**src/rtl/vga_scan_gen.sv**
```systemverilog
// -----------------------------------------------------------------------------
// vga_scan_gen
//
// Raster scan generator and pixel output stage of the VGA path. Free-running
// horizontal/vertical counters produce the pixel coordinates that every
// object drawer consumes. The drawers answer one clock later with a
// registered drawing_request / obj_RGB. This block delays its own sync and
// blank decode by one clock to line up with that answer. It then registers
// the aligned sync, blank and colour onto the pins.
//
// Pipeline:
//   stage 0 : h/v counters (oCoord_X/oCoord_Y) + combinational decode
//   stage 1 : decode delayed one clock (same latency as a drawer)
//   stage 2 : output registers; colour mux with blanking enforced
//
// Ports:
//   CLK             in   1   pixel clock, the only clock
//   RESET           in   1   asynchronous, active-high reset
//   oCoord_X        out  11  horizontal count 0..H_TOTAL-1
//   oCoord_Y        out  11  vertical count 0..V_TOTAL-1
//   drawing_request in   1   drawer request, one clock behind the coordinates
//   obj_RGB         in   8   drawer colour, same timing as drawing_request
//   VGA_HS          out  1   horizontal sync, active low
//   VGA_VS          out  1   vertical sync, active low
//   VGA_BLANK_N     out  1   high during the visible region
//   VGA_RGB         out  8   final pixel colour
//   frame_start     out  1   one-clock pulse when oCoord becomes (0,0)
// -----------------------------------------------------------------------------
module vga_scan_gen #(
  parameter int         H_ACTIVE = 640,
  parameter int         H_FP     = 16,
  parameter int         H_SYNC   = 96,
  parameter int         H_BP     = 48,
  parameter int         V_ACTIVE = 480,
  parameter int         V_FP     = 10,
  parameter int         V_SYNC   = 2,
  parameter int         V_BP     = 33,
  parameter logic [7:0] BG_COLOR = 8'h00
) (
  input  logic        CLK,
  input  logic        RESET,
  output logic [10:0] oCoord_X,
  output logic [10:0] oCoord_Y,
  input  logic        drawing_request,
  input  logic [7:0]  obj_RGB,
  output logic        VGA_HS,
  output logic        VGA_VS,
  output logic        VGA_BLANK_N,
  output logic [7:0]  VGA_RGB,
  output logic        frame_start
);

  localparam int H_TOTAL = H_ACTIVE + H_FP + H_SYNC + H_BP;
  localparam int V_TOTAL = V_ACTIVE + V_FP + V_SYNC + V_BP;

  localparam logic [10:0] H_LAST       = 11'(H_TOTAL - 1);
  localparam logic [10:0] V_LAST       = 11'(V_TOTAL - 1);
  localparam logic [10:0] H_VIS        = 11'(H_ACTIVE);
  localparam logic [10:0] V_VIS        = 11'(V_ACTIVE);
  localparam logic [10:0] H_SYNC_FIRST = 11'(H_ACTIVE + H_FP);
  localparam logic [10:0] H_SYNC_LAST  = 11'(H_ACTIVE + H_FP + H_SYNC - 1);
  localparam logic [10:0] V_SYNC_FIRST = 11'(V_ACTIVE + V_FP);
  localparam logic [10:0] V_SYNC_LAST  = 11'(V_ACTIVE + V_FP + V_SYNC - 1);

  // stage 0 state
  logic [10:0] r_h_cnt;
  logic [10:0] r_v_cnt;
  logic        r_frame_start;

  // stage 1 state
  logic        r_active_d1;
  logic        r_hs_d1;
  logic        r_vs_d1;

  // stage 2 state
  logic        r_vga_hs;
  logic        r_vga_vs;
  logic        r_vga_blank_n;
  logic [7:0]  r_vga_rgb;

  // stage 0 combinational
  logic        w_h_wrap;
  logic        w_v_wrap;
  logic [10:0] w_h_next;
  logic [10:0] w_v_next;
  logic        w_active;
  logic        w_hs;
  logic        w_vs;
  logic [7:0]  w_pixel;

  // ---------------------------------------------------------------------------
  // Next counter state. The vertical count only moves on a horizontal wrap,
  // so both wraps coincide at the last pixel of the last line.
  // ---------------------------------------------------------------------------
  always_comb begin
    w_h_wrap = (r_h_cnt == H_LAST);
    w_v_wrap = (r_v_cnt == V_LAST);

    if (w_h_wrap) begin
      w_h_next = '0;
    end else begin
      w_h_next = r_h_cnt + 11'd1;
    end

    if (w_h_wrap) begin
      if (w_v_wrap) begin
        w_v_next = '0;
      end else begin
        w_v_next = r_v_cnt + 11'd1;
      end
    end else begin
      w_v_next = r_v_cnt;
    end
  end

  // ---------------------------------------------------------------------------
  // Stage-0 decode of the current count.
  // ---------------------------------------------------------------------------
  always_comb begin
    w_active = (r_h_cnt < H_VIS) && (r_v_cnt < V_VIS);
    w_hs     = !((r_h_cnt >= H_SYNC_FIRST) && (r_h_cnt <= H_SYNC_LAST));
    w_vs     = !((r_v_cnt >= V_SYNC_FIRST) && (r_v_cnt <= V_SYNC_LAST));
  end

  // ---------------------------------------------------------------------------
  // Colour mux. It uses the stage-1 active flag because the drawer's request
  // refers to the same pixel as that flag. Anything requested outside the
  // visible region is forced to black here, not in the drawers.
  // ---------------------------------------------------------------------------
  always_comb begin
    if (!r_active_d1) begin
      w_pixel = 8'h00;
    end else if (drawing_request) begin
      w_pixel = obj_RGB;
    end else begin
      w_pixel = BG_COLOR;
    end
  end

  // ---------------------------------------------------------------------------
  // Stage 0: counters and frame_start.
  // frame_start looks at the next state, so it rises together with (0,0). The
  // reset state is already (0,0) without a pulse, so the first pulse marks the
  // start of the second frame.
  // ---------------------------------------------------------------------------
  always_ff @(posedge CLK or posedge RESET) begin
    if (RESET) begin
      r_h_cnt       <= '0;
      r_v_cnt       <= '0;
      r_frame_start <= 1'b0;
    end else begin
      r_h_cnt       <= w_h_next;
      r_v_cnt       <= w_v_next;
      r_frame_start <= (w_h_next == 11'd0) && (w_v_next == 11'd0);
    end
  end

  // ---------------------------------------------------------------------------
  // Stage 1: one-clock delay that matches the drawer's register.
  // ---------------------------------------------------------------------------
  always_ff @(posedge CLK or posedge RESET) begin
    if (RESET) begin
      r_active_d1 <= 1'b0;
      r_hs_d1     <= 1'b1;
      r_vs_d1     <= 1'b1;
    end else begin
      r_active_d1 <= w_active;
      r_hs_d1     <= w_hs;
      r_vs_d1     <= w_vs;
    end
  end

  // ---------------------------------------------------------------------------
  // Stage 2: pin registers. All pins change on the same edge, so sync, blank
  // and colour stay aligned to the same stage-0 count.
  // ---------------------------------------------------------------------------
  always_ff @(posedge CLK or posedge RESET) begin
    if (RESET) begin
      r_vga_hs      <= 1'b1;
      r_vga_vs      <= 1'b1;
      r_vga_blank_n <= 1'b0;
      r_vga_rgb     <= 8'h00;
    end else begin
      r_vga_hs      <= r_hs_d1;
      r_vga_vs      <= r_vs_d1;
      r_vga_blank_n <= r_active_d1;
      r_vga_rgb     <= w_pixel;
    end
  end

  assign oCoord_X    = r_h_cnt;
  assign oCoord_Y    = r_v_cnt;
  assign frame_start = r_frame_start;
  assign VGA_HS      = r_vga_hs;
  assign VGA_VS      = r_vga_vs;
  assign VGA_BLANK_N = r_vga_blank_n;
  assign VGA_RGB     = r_vga_rgb;

endmodule

```
**config.mk**
```make
export PLATFORM = sky130hd
export DESIGN_NAME = vga_scan_gen
export DESIGN_NICKNAME = d
export VERILOG_FILES = /design/src/rtl/vga_scan_gen.sv
export SDC_FILE = /design/constraint.sdc
export NUM_CORES = 1
export LEC_CHECK = 0
export CORE_MARGIN = 2
export CORE_UTILIZATION = 49
export CTS_BUF_LIST = sky130_fd_sc_hd__clkbuf_2
export DETAILED_ROUTE_END_ITERATION = 8
export HOLD_SLACK_MARGIN = 0.05
export PLACE_DENSITY = 0.76
export SYNTH_ARGS = -nofsm -noshare
export SYNTH_HDL_FRONTEND = slang
export SYNTH_SLANG_ARGS = --single-unit
```
**constraint.sdc**
```tcl
create_clock -name CLK -period 4.75 [get_ports CLK]
set_input_delay 0.475 -clock CLK [delete_from_list [all_inputs] [get_ports CLK]]
set_output_delay 0.475 -clock CLK [all_outputs]
set_load 0.05 [all_outputs]
```
==> results of run 1 <==
cells in the mapped netlist (2+ instances only):
cell        n  area, um^2
dfstp_2     4         105
xor2_1      3        26.3
nand3b_1    3        22.5
nor3_1      6        30.0
buf_2       5        25.0
nand2_1    10        37.5
nor4_1      2        12.5
dfrtp_1    33         826
nor2_1     10        37.5
nand4_1     9        56.3
ha_1        4        50.1
or3_1       2        12.5
xnor2_1     8        70.1
and4_1      4        35.0
and3_1     11        68.8
o21ai_0    10        50.1
buf_6       3        33.8
a21oi_1     6        30.0
nand3_1     7        35.0
o2111ai_1   2        17.5
inv_1       8        30.0
worst max-delay path by stage:
stage,endpoint,cells past startpoint,from
2_1_floorplan,frame_start,9,oCoord_X[0]
3_3_place_gp,frame_start,7,oCoord_X[0]
3_5_place_dp,frame_start,7,oCoord_X[0]
4_1_cts,frame_start,7,oCoord_X[0]
5_1_grt,frame_start,8,oCoord_Y[0]
6_report,frame_start,8,oCoord_Y[0]
state kept, by name, summed over array words and instances (netlist names):
signal and flops:
VGA_BLANK_N 1, frame_start 1, VGA_RGB 8, VGA_VS 1, oCoord_Y 11, VGA_HS 1, r_hs_d1 1, oCoord_X 11
r_active_d1 1, r_vs_d1 1
routing by layer:
| layer | GRT usage [%] | share of wire (%) | up-vias |
|---|---|---|---|
| li1 | - | - | 719 |
| met5 | 0 | 0 | - |
| met4 | 10.9 | 2.2 | 0 |
| met2 | 33.9 | 47 | 66 |
| met3 | 6.34 | 8.0 | 13 |
| met1 | 27.9 | 43 | 777 |
power groups by stage:
stage               clock network, uW  logic, uW  registers [uW]
floorplan                           0       6.89             338
global placement                    0       37.6             325
detailed placement                  0       38.0             325
CTS                               200       38.2             320
global route                      213       40.3             320
finish                            194       37.4             320
kinds of logic (layout without fill, tap and decap cells):
group,Yosys count,count (layout)
mux,1,1
xor+xnor,11,11
compound gates,27,27
flops,37,37
fa+ha+maj,4,4
simple gates,77,77
buf+inv,18,61
area by class of cell:
| type | instances | area [um^2] | area share (%) |
|---|---|---|---|
| flip-flops and latches | 37 | 931 | 39.7 |
| well taps | 48 | 60.1 | 2.56 |
| clock inverters | 3 | 41.3 | 1.76 |
| inverters | 8 | 30.0 | 1.28 |
| repair buffers | 45 | 448 | 19.1 |
| clock buffers | 5 | 25.0 | 1.07 |
| multi-input cells | 120 | 810 | 34.5 |
per-stage QoR:
stage | area, um^2 | utilization [%] | hold slack, ps
floorplan | 1840 | - | 345
global placement | 2280 | 62.7 | 346
detailed placement | 2280 | 62.7 | 347
CTS | 2340 | 64.5 | 370
global route | 2340 | 64.5 | 376
finish | 2340 | 64.5 | 367
worst max-delay path, stage by stage, from the launching register on:
cell and delay [ps]:
dfrtp_1 520, inv_1 140, ha_1 160, nand4b_1 80, and4bb_1 500, a2bb2oi_1 220
o31ai_1 110, or4_1 550, nor4_2 220
==> summary.md, run 1 <==
| Metric | Value |
|---|---|
| I/O pin total | 45 |
| CTS tree | yes |
| Min Tclk post-route | ~2600 ps |
| Vias | 1575 |
| Die extent in x | 65.2 um |
| CP Capture Type | flip-flop |
| Synth cell types | 46 |
| Antenna Cells | 0 |
| Tcrit/Tclk final | 53.9% |
| Mean Syn Cell Area | 10.5 um^2 |
| Setup WS post-layout | 2190 ps |
| Post-synth EDFFs | 0 |
| Routability cong. | 0.966 |
| Fraction of layout cells with a size suffix above 1 | around 8.3% |
| Pwr Density | 235 nW/um^2 |
| RSZ-0062 raised after global routing | false |
| Total grt overflow | 0 |
| Final cell count without fillers | ~270 |
| Area Growth Syn to Fin | 27.6% |
| Comb power frac | 6.8% |
| Clk root buf | clkbuf_2 |
| Hold_sp | r_vs_d1 |
| DRT Pass-1 Iters | 4 |
| Core Area | 3630 um^2 |
| Post-CTS Hold Fix Bufs | 0 |
| Hold Violations, Final | 0 |
| Post-CTS Setup Bufs | 0 |
| Cell area after synthesis | 1840 um^2 |
| Compound-Gate Fraction of Synth Area | 9.39% |
| Peak Freq | 390 MHz |
| Commonest non-fill, non-tap cell in the layout | clkdlybuf4s50_1 |
| Post-synthesis sequential area ratio | 50.6% |
| Clock Skews | roughly 24 ps |
| WS Path Type | flip-flop to flip-flop |
| Die height | 65.2 um |
| Post-Route WL | 4240 um |
| Syn. warnings | 0 |
| Clock power share | 35.2% |
| RR Endpoint | frame_start |
| Port bufs | 44 |
| Standard-cell rows | 22 |
| Worst slack, placed | approximately 2200 ps |
| Antenna viol nets, final | 0 |
| Switch share | 23.6% |
| Peak VDD IR | 171 uV |
| All-Layer GR Usage | around 22% |
| Leak | ~0.001 uW |
| Fillers | 308 |
| Flop pwr share | 58.0% |
| Xor/xnor share of the synthesized area | 5.24% |
| Drt drc | 0 |
| Die area | 4260 um^2 |
| Largest family of logic cells by synthesized area | simple AND/OR/NAND/NOR gates |
| Adder-Cell Fraction of Synth Area | 2.72% |
| Mapped Cells | 175 |
| Final slew viol count | 0 |
| Worst Hold Class | flip-flop to flip-flop |
| Finish-stage setup viols | 0 |
| Hold path depth | 0 |
| Share of synthesized flip-flops with an asynchronous set or reset | 100% |
| Status | finished, final reports clean |
| Worst Max-Slew Pin Slew | roughly 500 ps |
| CP Launch Type | flip-flop |
| Starting density of the core | 50.6% |
| Layout Nets | about 230 |
| Clock Tree Buf Depth | 2 |
| Global-route wire length before repair | 6980 um |
| Vias per Instance | 5.92 |
| Most frequent cells in the layout | clkdlybuf4s50_1 (44), dfrtp_1 (33), and3_1 (11) |
| R2R depth | 8 |
| Max capacitance violation total | 0 |
| DP Cell Count | 258 |
| P_sw | about 130 uW |
| Mapped Nets | 190 |
| DRT iter0 DRCs | 90 |
| Hpwl dp | 3010 um |
| Total Power | 551 uW |
| Vias in the first global route | ~1500 |
| Post-DR wirelength/cell | 15.9 um |
| Clock transition at path regs | 200 ps |
| H-tree lvl count | 2 |
| Total CTS buffers | 5 |
| Clock sinks | 37 |
| Skew-Pair Late Insertion Delay | 410 ps |
| Dominant synthesized flop cell | dfrtp_1 |
| Relative max-transition margin | 65.8% |
| Seq cells post-synth | 37 |
| Largest net degree at the start of global routing | 38 |
| Hold Path End | VGA_VS |
| Multiplexer area fraction after synthesis | 0.545% |
| RR Startpoint | oCoord_Y[0] |
| Internal | ~420 uW |
| Final setup TNS | 0 ps |
| R2R setup slack | 2190 ps |
| Post-CTS sizing | 0 |
| Worst path required time | 5090 ps |
| Initial antenna violation count | 0 |
| Data arrival, critical path | 2900 ps |
| Area share of and/or/nand/nor cells after synthesis | 26.1% |
| Worst-path maximum fanout | 10 |
(Power assumes the default switching activity.)
==> run 2, diff against run 1 <==
==> constraint.sdc (replaced) <==
create_clock -name CLK -period 2.58 [get_ports CLK]
set_input_delay 0.258 -clock CLK [delete_from_list [all_inputs] [get_ports CLK]]
set_output_delay 0.258 -clock CLK [all_outputs]
set_load 0.05 [all_outputs]
==> run 2 against run 1 <==
Effect of this change:
- die area unchanged
- register-to-register slack got worse by 2000 ps
- sequential share of layout area is 0.65 points lower
- global-route usage down 0.27 points
- first-iteration DRC count up 29%
- combinational power grew 85%
- clock skew rose by 3.3 ps
- critical endpoint unchanged
==> summary.md, run 2 (synthesis gave the netlist of run 1 again) <==
| Metric | Value |
|---|---|
| Fillers | 310 (was 308) |
| Peak VDD IR | 279 uV (was 171 uV) |
| End of the critical path | frame_start (unchanged) |
| DRT iter0 DRCs | 116 (was 90) |
| Global-route wire length before repair | 7000 um (was 6980 um) |
| Total CTS buffers | 5 (unchanged) |
| Worst Max-Slew Pin Slew | 548 ps (was 512 ps) |
| Flop pwr share | 64.1% (was 58.0%) |
| Layout Nets | 239 (was 232) |
| Post-DR wirelength/cell | 15.7 um (was 15.9 um) |
| Clock Skews | 27.0 ps (was 23.7 ps) |
| Worst Hold Class | input pin to asynchronous set/reset pin (was flip-flop to flip-flop) |
| Vias per Instance | 5.80 (was 5.92) |
| CP Launch Type | flip-flop (unchanged) |
| Vias | 1584 (was 1575) |
| P_sw | 235 uW (was 130 uW) |
| Placed inst area | 2330 um^2 (was 2280 um^2) |
| R2R depth | 7 (was 8) |
| Most frequent cells in the layout | clkdlybuf4s50_1 (44), dfrtp_1 (33) (was clkdlybuf4s50_1 (44), dfrtp_1 (33), and3_1 (11)) |
| Final setup TNS | 0 ps (unchanged) |
| Clock sinks | 37 (unchanged) |
| R2R setup slack | 210 ps (was 2190 ps) |
| WP buf/inv | 0 (was 1) |
| WS Path Type | flip-flop to flip-flop (unchanged) |
| Slowest CP cell | or4_1 (unchanged) |
| Clock transition at path regs | 200 ps (about the same) |
| Critical path depth | 7 (was 8) |
| Initial antenna violation count | 0 (unchanged) |
| Final slew viol count | 0 (unchanged) |
| RR Endpoint | frame_start (unchanged) |
| Internal | 683 uW (was 421 uW) |
| Post-CTS Hold Fix Bufs | 0 (unchanged) |
| Vias in the first global route | 1494 (was 1457) |
| Clock power share | 28.4% (was 35.2%) |
| Design area | 2380 um^2 (was 2340 um^2) |
| CTS tree | yes (unchanged) |
| DRT Pass-1 Iters | 4 (unchanged) |
| Largest net degree at the start of global routing | 38 (unchanged) |
| CP Capture Type | flip-flop (unchanged) |
| Worst Setup SP | oCoord_X[0] (was oCoord_Y[0]) |
| Status | finished, final reports clean (unchanged) |
| Antenna Cells | 0 (unchanged) |
| Hold Violations, Final | 0 (unchanged) |
| RSZ-0062 raised after global routing | false (unchanged) |
| RR Startpoint | oCoord_X[0] (was oCoord_Y[0]) |
| Slowest stage delay, CP | 530 ps (was 550 ps) |
| Die extent in x | 65.2 um (unchanged) |
| Register Area | 931 um^2 (unchanged) |
| Clk root buf | clkbuf_2 (unchanged) |
| Die area | 4260 um^2 (unchanged) |
| Clock Tree Buf Depth | 2 (unchanged) |
| Total grt overflow | 0 (unchanged) |
| H-tree lvl count | 2 (unchanged) |
| Routability cong. | 0.998 (was 0.966) |
| Hpwl dp | 3080 um (was 3010 um) |
| Fraction of layout cells with a size suffix above 1 | 12.4% (was 8.26%) |
| Core Area | 3630 um^2 (unchanged) |
| Drt drc | 0 (unchanged) |
| Antenna viol nets, final | 0 (unchanged) |
| Starting density of the core | 50.6% (unchanged) |
| Top delay family on crit path | simple AND/OR/NAND/NOR gates (unchanged) |
| Worst path required time | 2880 ps (was 5090 ps) |
| Skew-Pair Late Insertion Delay | 400 ps (was 410 ps) |
| Port bufs | 44 (unchanged) |
| Pwr Density | 385 nW/um^2 (was 235 nW/um^2) |
| Tcrit/Tclk final | 92.0% (was 53.9%) |
| Die height | 65.2 um (unchanged) |
| Post-CTS sizing | 0 (unchanged) |
| Switch share | 25.6% (was 23.6%) |
| Post-CTS Setup Bufs | 0 (unchanged) |
| Final core occ | 65.6% (was 64.5%) |
| Min Tclk post-route | 2370 ps (was 2560 ps) |
| Data arrival, critical path | 2670 ps (was 2900 ps) |
| Peak Freq | 421 MHz (was 390 MHz) |
| Worst slack, placed | 59.7 ps (was 2200 ps) |
| Finish-stage setup viols | 0 (unchanged) |
| Multi-input gate area | 822 um^2 (was 810 um^2) |
| Cells along the critical path | ha_1, and3_2, and4_4, o21a_1, a21oi_1, or4_1, nor4_2 (was inv_1, ha_1, nand4b_1, and4bb_1, a2bb2oi_1, o31ai_1, or4_1, nor4_2) |
| Post-Route WL | 4300 um (was 4240 um) |
| Max capacitance violation total | 0 (unchanged) |
| Setup WS post-layout | 206 ps (was 2190 ps) |
| Comb power frac | 7.5% (was 6.8%) |
| Leak | 0.00104 uW (was 0.000998 uW) |
| Area Growth Syn to Fin | 29.7% (was 27.6%) |
| Standard-cell rows | 22 (unchanged) |
| All-Layer GR Usage | 21.6% (was 21.9%) |
| Worst-path maximum fanout | 10 (unchanged) |
| Commonest non-fill, non-tap cell in the layout | clkdlybuf4s50_1 (unchanged) |
| I/O pin total | 45 (unchanged) |
| Relative max-transition margin | 63.4% (was 65.8%) |
[run 2: area by class of cell]
type	instances	share of cell area, %
Clock buffer	6	1.26
Clock inverter	2	0.420
Inverter	8	1.26
Multi-Input combinational cell	120	34.5
Sequential cell	37	39.1
Tap cell	48	2.52
Timing Repair Buffer	52	21.0
[run 2: metal layers]
layer | wire length, um | up-vias | global-route usage, %
met4 | 95 | 0 | 9.11
met1 | 1770 | 759 | 28.2
met3 | 360 | 10 | 6.16
met5 | 0 | - | 0
li1 | - | 736 | -
met2 | 2070 | 79 | 33.7
[run 2: power by group through the flow]
stage / combinational [uW] / clock, uW / sequential, uW
after floorplan: 12.7 / 0 / 622
final: 69.2 / 260 / 589
after CTS: 70.2 / 268 / 589
after detailed placement: 69.8 / 0 / 599
after global placement: 69.0 / 0 / 599
after global routing: 74.2 / 302 / 590
[run 2: worst register-to-register path, delay by kind of cell (launching register included)]
family	cells	cell delay, ps
simple gates	4	1360
compound gates	2	210
fa+ha+maj	1	250
flops	1	470
[run 2: metrics by stage]
step / cells / power [uW] / hold slack (ps)
6_report: 273 / 918 / 238
3_5_place_dp: 265 / 669 / 350
5_1_grt: 273 / 966 / 271
4_1_cts: 273 / 927 / 247
3_3_place_gp: 265 / 668 / 346
2_1_floorplan: 175 / 635 / 345
[run 2: worst min-delay path by stage]
stage / start / end / slack (ps)
2_1_floorplan: r_hs_d1 / VGA_HS / 350
3_3_place_gp: r_vs_d1 / VGA_VS / 350
3_5_place_dp: r_hs_d1 / VGA_HS / 350
4_1_cts: RESET / oCoord_Y[6] / 250
5_1_grt: RESET / oCoord_X[5] / 270
6_report: RESET / oCoord_Y[6] / 240
